==> src/rtl/seq_pattern_tx.sv <==
// Serial pattern transmitter: shifts PATTERN out MSB-first, repeat_cnt times,
// with an optional idle gap between repetitions and a start/busy/done handshake.
// Every output is a register loaded from the next-state decode, so all outputs
// are clean Moore functions of state and counters.
module seq_pattern_tx #(
    parameter int                 PAT_LEN = 5,
    parameter logic [PAT_LEN-1:0] PATTERN = 5'b10110,
    parameter int                 GAP     = 0,
    parameter int                 CNT_W   = 8
) (
    input  logic             clk,
    input  logic             rst,
    input  logic             start,
    input  logic [CNT_W-1:0] repeat_cnt,
    input  logic             abort,
    output logic             out,
    output logic             valid,
    output logic             busy,
    output logic             done
);

    localparam int               IDX_W    = (PAT_LEN > 1) ? $clog2(PAT_LEN) : 1;
    localparam logic [IDX_W-1:0] IDX_LAST = IDX_W'(PAT_LEN - 1);
    // Gap counter counts down to zero, so it is loaded with GAP-1.
    localparam logic [7:0]       GAP_LAST = (GAP > 0) ? 8'(GAP - 1) : 8'd0;

    typedef enum logic [1:0] {
        S_IDLE,
        S_SEND,
        S_GAP,
        S_DONE
    } state_t;

    state_t             state, state_n;
    logic [CNT_W-1:0]   rep_left, rep_n;
    logic [IDX_W-1:0]   bit_idx, idx_n;
    logic [7:0]         gap_cnt, gap_n;

    // Next-state and counter update; abort outranks the last-bit decision.
    always_comb begin
        state_n = state;
        rep_n   = rep_left;
        idx_n   = bit_idx;
        gap_n   = gap_cnt;
        case (state)
            S_IDLE: begin
                if (start) begin
                    if (repeat_cnt != '0) begin
                        rep_n   = repeat_cnt;
                        idx_n   = IDX_LAST;
                        state_n = S_SEND;
                    end else begin
                        state_n = S_DONE;
                    end
                end
            end
            S_SEND: begin
                if (abort) begin
                    state_n = S_IDLE;
                end else if (bit_idx == '0) begin
                    rep_n = rep_left - 1'b1;
                    if (rep_left > CNT_W'(1)) begin
                        idx_n = IDX_LAST;
                        if (GAP > 0) begin
                            gap_n   = GAP_LAST;
                            state_n = S_GAP;
                        end
                    end else begin
                        state_n = S_DONE;
                    end
                end else begin
                    idx_n = bit_idx - 1'b1;
                end
            end
            S_GAP: begin
                if (abort) begin
                    state_n = S_IDLE;
                end else if (gap_cnt == '0) begin
                    state_n = S_SEND;
                end else begin
                    gap_n = gap_cnt - 1'b1;
                end
            end
            S_DONE: begin
                state_n = S_IDLE;
            end
            default: begin
                state_n = S_IDLE;
            end
        endcase
    end

    // State and counter registers.
    always_ff @(posedge clk or posedge rst) begin
        if (rst) begin
            state    <= S_IDLE;
            rep_left <= '0;
            bit_idx  <= '0;
            gap_cnt  <= '0;
        end else begin
            state    <= state_n;
            rep_left <= rep_n;
            bit_idx  <= idx_n;
            gap_cnt  <= gap_n;
        end
    end

    // Output registers, decoded from the state being entered.
    always_ff @(posedge clk or posedge rst) begin
        if (rst) begin
            out   <= 1'b0;
            valid <= 1'b0;
            busy  <= 1'b0;
            done  <= 1'b0;
        end else begin
            out   <= (state_n == S_SEND) ? PATTERN[idx_n] : 1'b0;
            valid <= (state_n == S_SEND);
            busy  <= (state_n != S_IDLE);
            done  <= (state_n == S_DONE);
        end
    end

endmodule
==> config.mk <==
export PLATFORM = sky130hd
export DESIGN_NAME = seq_pattern_tx
export DESIGN_NICKNAME = d
export VERILOG_FILES = /design/src/rtl/seq_pattern_tx.sv
export SDC_FILE = /design/constraint.sdc
export NUM_CORES = 1
export LEC_CHECK = 0
export BUFFER_PORTS_ARGS = -buffer_cell sky130_fd_sc_hd__buf_2
export CAP_MARGIN = 25
export CELL_PAD_IN_SITES_DETAIL_PLACEMENT = 2
export CELL_PAD_IN_SITES_GLOBAL_PLACEMENT = 2
export CORE_ASPECT_RATIO = 1.2
export CORE_MARGIN = 2
export CORE_UTILIZATION = 39
export CTS_CLUSTER_DIAMETER = 40
export DETAILED_ROUTE_END_ITERATION = 10
export PLACE_DENSITY = 0.83
export SLEW_MARGIN = 10
export SYNTH_ARGS = -nofsm -noshare
export SYNTH_HDL_FRONTEND = slang
export SYNTH_SLANG_ARGS = --single-unit
==> constraint.sdc <==
create_clock -name clk -period 3.6 [get_ports clk]
set_clock_uncertainty 0.05 [all_clocks]
set_input_delay 0.36 -clock clk [delete_from_list [all_inputs] [get_ports clk]]
set_output_delay 0.36 -clock clk [all_outputs]
set_load 0.05 [all_outputs]
# After elaboration in Yosys (flattened, before gate mapping)
# Memory sizes are Yosys's and may differ from the RTL's.
# Cells that the tools add are included.
# classes
n_bitwise,2
order_cmp,2
reduce_logical,8
eq_ne,9
mux,21
n_addsub,3
# op_table
op,n
8-bit 2-to-1 mux,4
8-bit case mux with 2 select lines,1
8-bit by 1-bit subtractor with 8-bit output (second input constant),2
3-bit 2-to-1 mux,5
2-bit 2-to-1 mux,7
8-bit by 1-bit greater-than comparator with 1-bit output (second input constant),1
8-bit logical NOT,1
2-bit != test (second input constant),4
2-bit case mux with 4 select lines,1
8-bit nonzero test,1
2-bit equality test (second input constant),3
3-bit case mux with 2 select lines,1
5-bit AND reduction,1
2-bit by 1-bit equality test with 1-bit output (second input constant),2
3-bit by 4-bit less-than comparator with 1-bit output (second input constant),1
2-bit nonzero test,2
3-bit logical NOT,1
3-bit AND reduction,1
3-bit by 1-bit subtractor with 3-bit output (second input constant),1
2-bit logical NOT,1
1-bit 2-to-1 mux,2
1-bit inverter,2
# totals
rom_bits,8
out_inout_bits,4
wordCells,54
register_bits,25
memories,1
in_bits,12
# mem_list
name,words,width,rd,rd_ports_with_merged_regs,write_ports,line,text
(no name shown),8,1,1,0,0,116,out <= (state_n == S_SEND) ? PATTERN[idx_n] : 1'b0;

# Depth between registers and ports, before layout
# logic_depth
depth_word,8
ltp_mapped,8
depth_no_buf,7

# Worst setup path before layout
# OpenSTA, ideal clock, no wires.
# synth_timing
path_kind,register -> register
startpoint,reg gap_cnt[0]
endpoint,reg gap_cnt[6]
setup_time_ns,0.123
period_less_slack_ns,1.719
stages_incl_launch_ff,7
setup_slack_ns,1.881
arrival_time_ns,1.546
path_buffers,0
required_time_ns,3.427
cell_sequence,dfrtp_1 > inv_1 > ha_1 > and4bb_1 > nand2b_1 > or4_1 > xnor2_1
# synth_via
elab_chain_len,3
word_cells_on_any_way,4
classes_between,add/sub (1); bitwise (1); reduce/logical (2)
# synth_lines
item,line,text
"start, declared",37,"logic [7:0] gap_cnt, gap_n;"
"start signal, assigned",104,gap_cnt <= gap_n;
branches (longest 3 deep; another with 8-bit by 1-bit subtractor with 8-bit output),n/a,
# Parallel ways; which one is timed is not known.
# A chain may end at the register's enable or synchronous reset.

# Worst setup path in the final report
# Same ends and word-level chain as after synthesis.

==> flow_summary.html <==
<table>
<tr><th>Metric</th><th>Value</th></tr>
<tr><th colspan="2">Run status</th></tr>
<tr><td>Run status</td><td>finished, final reports clean</td></tr>
<tr><th colspan="2">Worst setup path</th></tr>
<tr><td>Crit path cell chain</td><td>inv_1 &gt; ha_1 &gt; and4bb_1 &gt; nand2b_1 &gt; or4_1 &gt; xnor2_1</td></tr>
<tr><td>Arrival time at the worst endpoint</td><td>2.38 ns</td></tr>
<tr><td>Start-to-end type of the worst setup path</td><td>reg -&gt; reg</td></tr>
<tr><td>Data required, critical path</td><td>3.72 ns</td></tr>
<tr><td>Buf+Inv Stages, Crit Path</td><td>1</td></tr>
<tr><td>Kind of start point of the critical path</td><td>flip-flop</td></tr>
<tr><td>Cell depth of the worst flop-to-flop path</td><td>6</td></tr>
<tr><td>Cell with the biggest individual delay on the critical path</td><td>sky130_fd_sc_hd__or4_1</td></tr>
<tr><td>Logic depth of the worst path, buffers included</td><td>6</td></tr>
<tr><td>Cell type group with the largest total delay on the critical path</td><td>simple AND/OR/NAND/NOR gates</td></tr>
<tr><td>Crit path capture type</td><td>flip-flop</td></tr>
<tr><td>Largest stage delay, worst path</td><td>0.52 ns</td></tr>
<tr><td>Critical-path maximum fanout</td><td>12</td></tr>
<tr><th colspan="2">Clock network</th></tr>
<tr><td>Total setup buffers inserted after CTS</td><td>0</td></tr>
<tr><td>Count of clock tree sinks</td><td>25</td></tr>
<tr><td>Worst-case clock buffer depth</td><td>2</td></tr>
<tr><td>Number of H-tree branching levels</td><td>1</td></tr>
<tr><td>TritonCTS clock tree</td><td>done</td></tr>
<tr><td>Clock insertion delay at the later pin of the skew report</td><td>0.28 ns</td></tr>
<tr><td>Clock transition time at the flip-flop clock pins of the worst setup and hold paths</td><td>0.09 ns</td></tr>
<tr><td>Clock buffers created by TritonCTS</td><td>3</td></tr>
<tr><td>Clock tree root buffer cell</td><td>sky130_fd_sc_hd__clkbuf_8</td></tr>
<tr><th colspan="2">Routing</th></tr>
<tr><td>Post-route DRC violation count</td><td>0</td></tr>
<tr><td>Vias</td><td>1183</td></tr>
<tr><td>Post-Route WL</td><td>3980 um</td></tr>
<tr><td>Via/cell ratio</td><td>5.80</td></tr>
<tr><td>DR iter-0 viols</td><td>12</td></tr>
<tr><td>Number of detailed-routing iterations run before antenna repair</td><td>4</td></tr>
<tr><td>Wirelength per Cell</td><td>19.5 um</td></tr>
<tr><td>Residual antenna-violating net count after detailed routing</td><td>0</td></tr>
<tr><th colspan="2">Global routing</th></tr>
<tr><td>Via count of the first global-routing pass</td><td>1330</td></tr>
<tr><td>Initial antenna violation count</td><td>0</td></tr>
<tr><td>Wire length of the first global-routing pass</td><td>6660 um</td></tr>
<tr><td>Global-route usage over all layers</td><td>0.215</td></tr>
<tr><td>Largest net degree at the start of global routing</td><td>26</td></tr>
<tr><td>Overall overflow remaining after global route</td><td>0</td></tr>
<tr><th colspan="2">Power</th></tr>
<tr><td>Peak supply drop</td><td>0.000291 V</td></tr>
<tr><td>Switching power share of the total</td><td>0.397</td></tr>
<tr><td>Fraction of power consumed by sequential logic</td><td>0.450</td></tr>
<tr><td>Net switching power of the design</td><td>0.000366 W</td></tr>
<tr><td>Total design power</td><td>0.000922 W</td></tr>
<tr><td>Power share of the combinational group</td><td>0.357</td></tr>
<tr><td>Power Internal</td><td>0.000556 W</td></tr>
<tr><td>Fraction of power consumed by the clock network</td><td>0.193</td></tr>
<tr><td>PD cells</td><td>563 mW/mm^2</td></tr>
<tr><td>Leakage power figure</td><td>0.792 nW</td></tr>
<tr><th colspan="2">Placement</th></tr>
<tr><td>Total of buffers placed on input and output ports</td><td>15</td></tr>
<tr><td>Post-DP HPWL</td><td>2940 um</td></tr>
<tr><td>Routability congestion estimate from global placement</td><td>0.761</td></tr>
<tr><th colspan="2">Floorplanning</th></tr>
<tr><td>IO Count</td><td>16</td></tr>
<tr><td>Core area</td><td>0.00357 sq mm</td></tr>
<tr><td>Overall die area</td><td>0.00420 sq mm</td></tr>
<tr><td>Number of rows created at floorplan</td><td>24</td></tr>
<tr><td>Horizontal extent of the die</td><td>59.5 um</td></tr>
<tr><td>Effective utilization at floorplan</td><td>0.403</td></tr>
<tr><td>Vert. Die Dim</td><td>70.6 um</td></tr>
<tr><th colspan="2">STA</th></tr>
<tr><td>Maximum operating frequency</td><td>0.442 GHz</td></tr>
<tr><td>Time the final worst path needs with I/O delays and setup</td><td>2.26 ns</td></tr>
<tr><td>Ratio of final minimum period to clock period</td><td>0.629</td></tr>
<tr><td>Endpoints failing hold</td><td>0</td></tr>
<tr><td>Unrepaired setup endpoints after global routing</td><td>no</td></tr>
<tr><td># setup viols final</td><td>0</td></tr>
<tr><td>Worst Tran Pin Value</td><td>0.628 ns</td></tr>
<tr><td>Slew Limit Headroom</td><td>0.581</td></tr>
<tr><td>Pins Over Slew Limit</td><td>0</td></tr>
<tr><td>Total negative setup slack</td><td>0 ns</td></tr>
<tr><th colspan="2">Logic synthesis</th></tr>
<tr><td>Mapped Nets</td><td>164</td></tr>
<tr><td>Summed instance area of the synthesized netlist</td><td>0.00144 sq mm</td></tr>
<tr><td>Area share of the leading cell type in the synthesized netlist</td><td>0.434</td></tr>
<tr><td>Synth unique cells</td><td>45</td></tr>
<tr><td>Cell type with the largest total area after synthesis</td><td>sky130_fd_sc_hd__dfrtp_1</td></tr>
<tr><td>Post-Synthesis Cells</td><td>146</td></tr>
<tr><td>Flip-flop and latch count after synthesis</td><td>25</td></tr>
<tr><td>Proportion of synthesized chip area in sequential cells</td><td>0.434</td></tr>
<tr><td>Area contributors post-synth</td><td>sky130_fd_sc_hd__dfrtp_1 43%, sky130_fd_sc_hd__ha_1 5.2%, sky130_fd_sc_hd__nor2_1 4.4%, sky130_fd_sc_hd__inv_1 3.4%, sky130_fd_sc_hd__xor2_1 3.0%</td></tr>
<tr><td>Number of synthesized flops with an enable pin</td><td>0</td></tr>
<tr><td>Main synth FF type</td><td>sky130_fd_sc_hd__dfrtp_1</td></tr>
<tr><td>Synth warn</td><td>0</td></tr>
<tr><td>Post-synthesis async set-or-reset flop share</td><td>1.00</td></tr>
<tr><td>Syn avg cell area</td><td>9.86 sq um</td></tr>
<tr><th colspan="2">Finish</th></tr>
<tr><td>Number of nets in the layout</td><td>184</td></tr>
<tr><td>Layout-stage area growth over the synthesis result</td><td>13.7%</td></tr>
<tr><td>Commonest cells after routing, fill and taps aside</td><td>25 x sky130_fd_sc_hd__dfrtp_1, 17 x sky130_fd_sc_hd__nor2_1, 15 x sky130_fd_sc_hd__buf_2, 13 x sky130_fd_sc_hd__inv_1, 8 x sky130_fd_sc_hd__a21oi_1</td></tr>
<tr><td>Most common cell after layout, fill and taps aside</td><td>sky130_fd_sc_hd__dfrtp_1</td></tr>
<tr><td>Fill count</td><td>398</td></tr>
<tr><td>Fraction of final layout cells sized beyond drive strength 1</td><td>0.206</td></tr>
<tr><td>Number of antenna diodes</td><td>0</td></tr>
<tr><th colspan="2">Worst hold path</th></tr>
<tr><td>HP Class</td><td>in -&gt; reg</td></tr>
<tr><td>Number of cells on the worst hold path</td><td>3</td></tr>
<tr><th colspan="2">Job</th></tr>
<tr><td>Max Cap Violations</td><td>0</td></tr>
</table>
-- state kept, by name, summed over array words and instances, names as in the netlist --
register  count
bit_idx       3
busy          1
done          1
gap_cnt       8
out           1
rep_left      8
state         2
valid         1
-- worst reg2reg max path, stage by stage, from the launching register on --
cell and delay, ns:
sky130_fd_sc_hd__dfrtp_1 0.50, sky130_fd_sc_hd__inv_1 0.12, sky130_fd_sc_hd__ha_1 0.21, sky130_fd_sc_hd__and4bb_1 0.23
sky130_fd_sc_hd__nand2b_1 0.38, sky130_fd_sc_hd__or4_1 0.52, sky130_fd_sc_hd__xnor2_1 0.14
-- cells in the mapped netlist (2+ instances only) --
master,instances
sky130_fd_sc_hd__nor3_1,5
sky130_fd_sc_hd__a31oi_1,3
sky130_fd_sc_hd__or3_1,2
sky130_fd_sc_hd__nand2b_1,5
sky130_fd_sc_hd__o22a_1,2
sky130_fd_sc_hd__a21oi_1,8
sky130_fd_sc_hd__nand2_1,6
sky130_fd_sc_hd__ha_1,6
sky130_fd_sc_hd__o21ai_1,5
sky130_fd_sc_hd__nor4_1,4
sky130_fd_sc_hd__nand3_1,3
sky130_fd_sc_hd__or4_1,2
sky130_fd_sc_hd__a211oi_1,2
sky130_fd_sc_hd__xor2_1,5
sky130_fd_sc_hd__inv_1,13
sky130_fd_sc_hd__o211ai_1,2
sky130_fd_sc_hd__nor4_2,3
sky130_fd_sc_hd__nor3b_2,2
sky130_fd_sc_hd__nor2_1,17
sky130_fd_sc_hd__xnor2_1,2
sky130_fd_sc_hd__dfrtp_1,25
-- cells by family (layout without fill, tap and decap cells) --
logic type | Yosys count | count (layout) | share of synthesized area
and+or+nand+nor | 59 | 59 | 0.260
AOI/OAI and AO/OA | 33 | 33 | 0.163
DFF | 25 | 25 | 0.434
buffers and inverters | 16 | 35 | 0.0478
xor gates and xnor gates | 7 | 7 | 0.0426
adders and majority gates | 6 | 6 | 0.0521
-- through the flow --
| stage | setup WS (ns) | cell area (sq um) | util | hold slack (ns) | std cells |
|---|---|---|---|---|---|
| finish | 1.34 | 1640 | 0.458 | 0.351 | 204 |
| global route | 1.18 | 1640 | 0.458 | 0.366 | 204 |
| CTS | 1.33 | 1590 | 0.446 | 0.286 | 201 |
| detailed placement | 1.06 | 1540 | 0.432 | 0.405 | 197 |
| global placement | 1.34 | 1540 | 0.432 | 0.400 | 197 |
| floorplan | 1.88 | 1440 | - | 0.337 | 146 |
-- final cells by class --
class	count	area (sq um)	share of cell area
multi-input cells	105	746	0.455
flip-flops and latches	25	626	0.382
repair buffers	18	120	0.0733
inverters	13	48.8	0.0298
well taps	39	48.8	0.0298
clock buffers	3	41.3	0.0252
clock inverters	1	7.51	0.00458
-- layer usage --
layer  track usage  up-vias  wire, um
li1              -      556         -
met3        0.0347        4        86
met4        0.0455        0        47
met1         0.244      610      1530
met2         0.407       13      2320
met5             0        -         0
-- power groups by stage --
stage	combinational, W	sequential [W]	clock (W)
global placement	0.000299	0.000412	0
CTS	0.000329	0.000414	0.000183
finish	0.000329	0.000415	0.000178
detailed placement	0.000323	0.000419	0
global route	0.000378	0.000426	0.000193
floorplan	0.000222	0.000425	0
-- final timing paths --
path                          startpoint          end  slack [ns]
max in group asynchronous            rst   gap_cnt[1]        2.61
min in group asynchronous            rst  rep_left[5]        0.50
setup / recovery              gap_cnt[0]   gap_cnt[6]        1.34
hold reg to reg               gap_cnt[7]   gap_cnt[7]        0.44
setup reg to reg              gap_cnt[0]   gap_cnt[6]        1.34
hold / removal             repeat_cnt[5]  rep_left[5]        0.35
-- what timing repair did --
item,in CTS,in global routing
hold buffers,0,1
endpoints found under the hold margin,0,4
resized for setup,0,0
No activity file was read; power rests on OpenSTA's default activity.
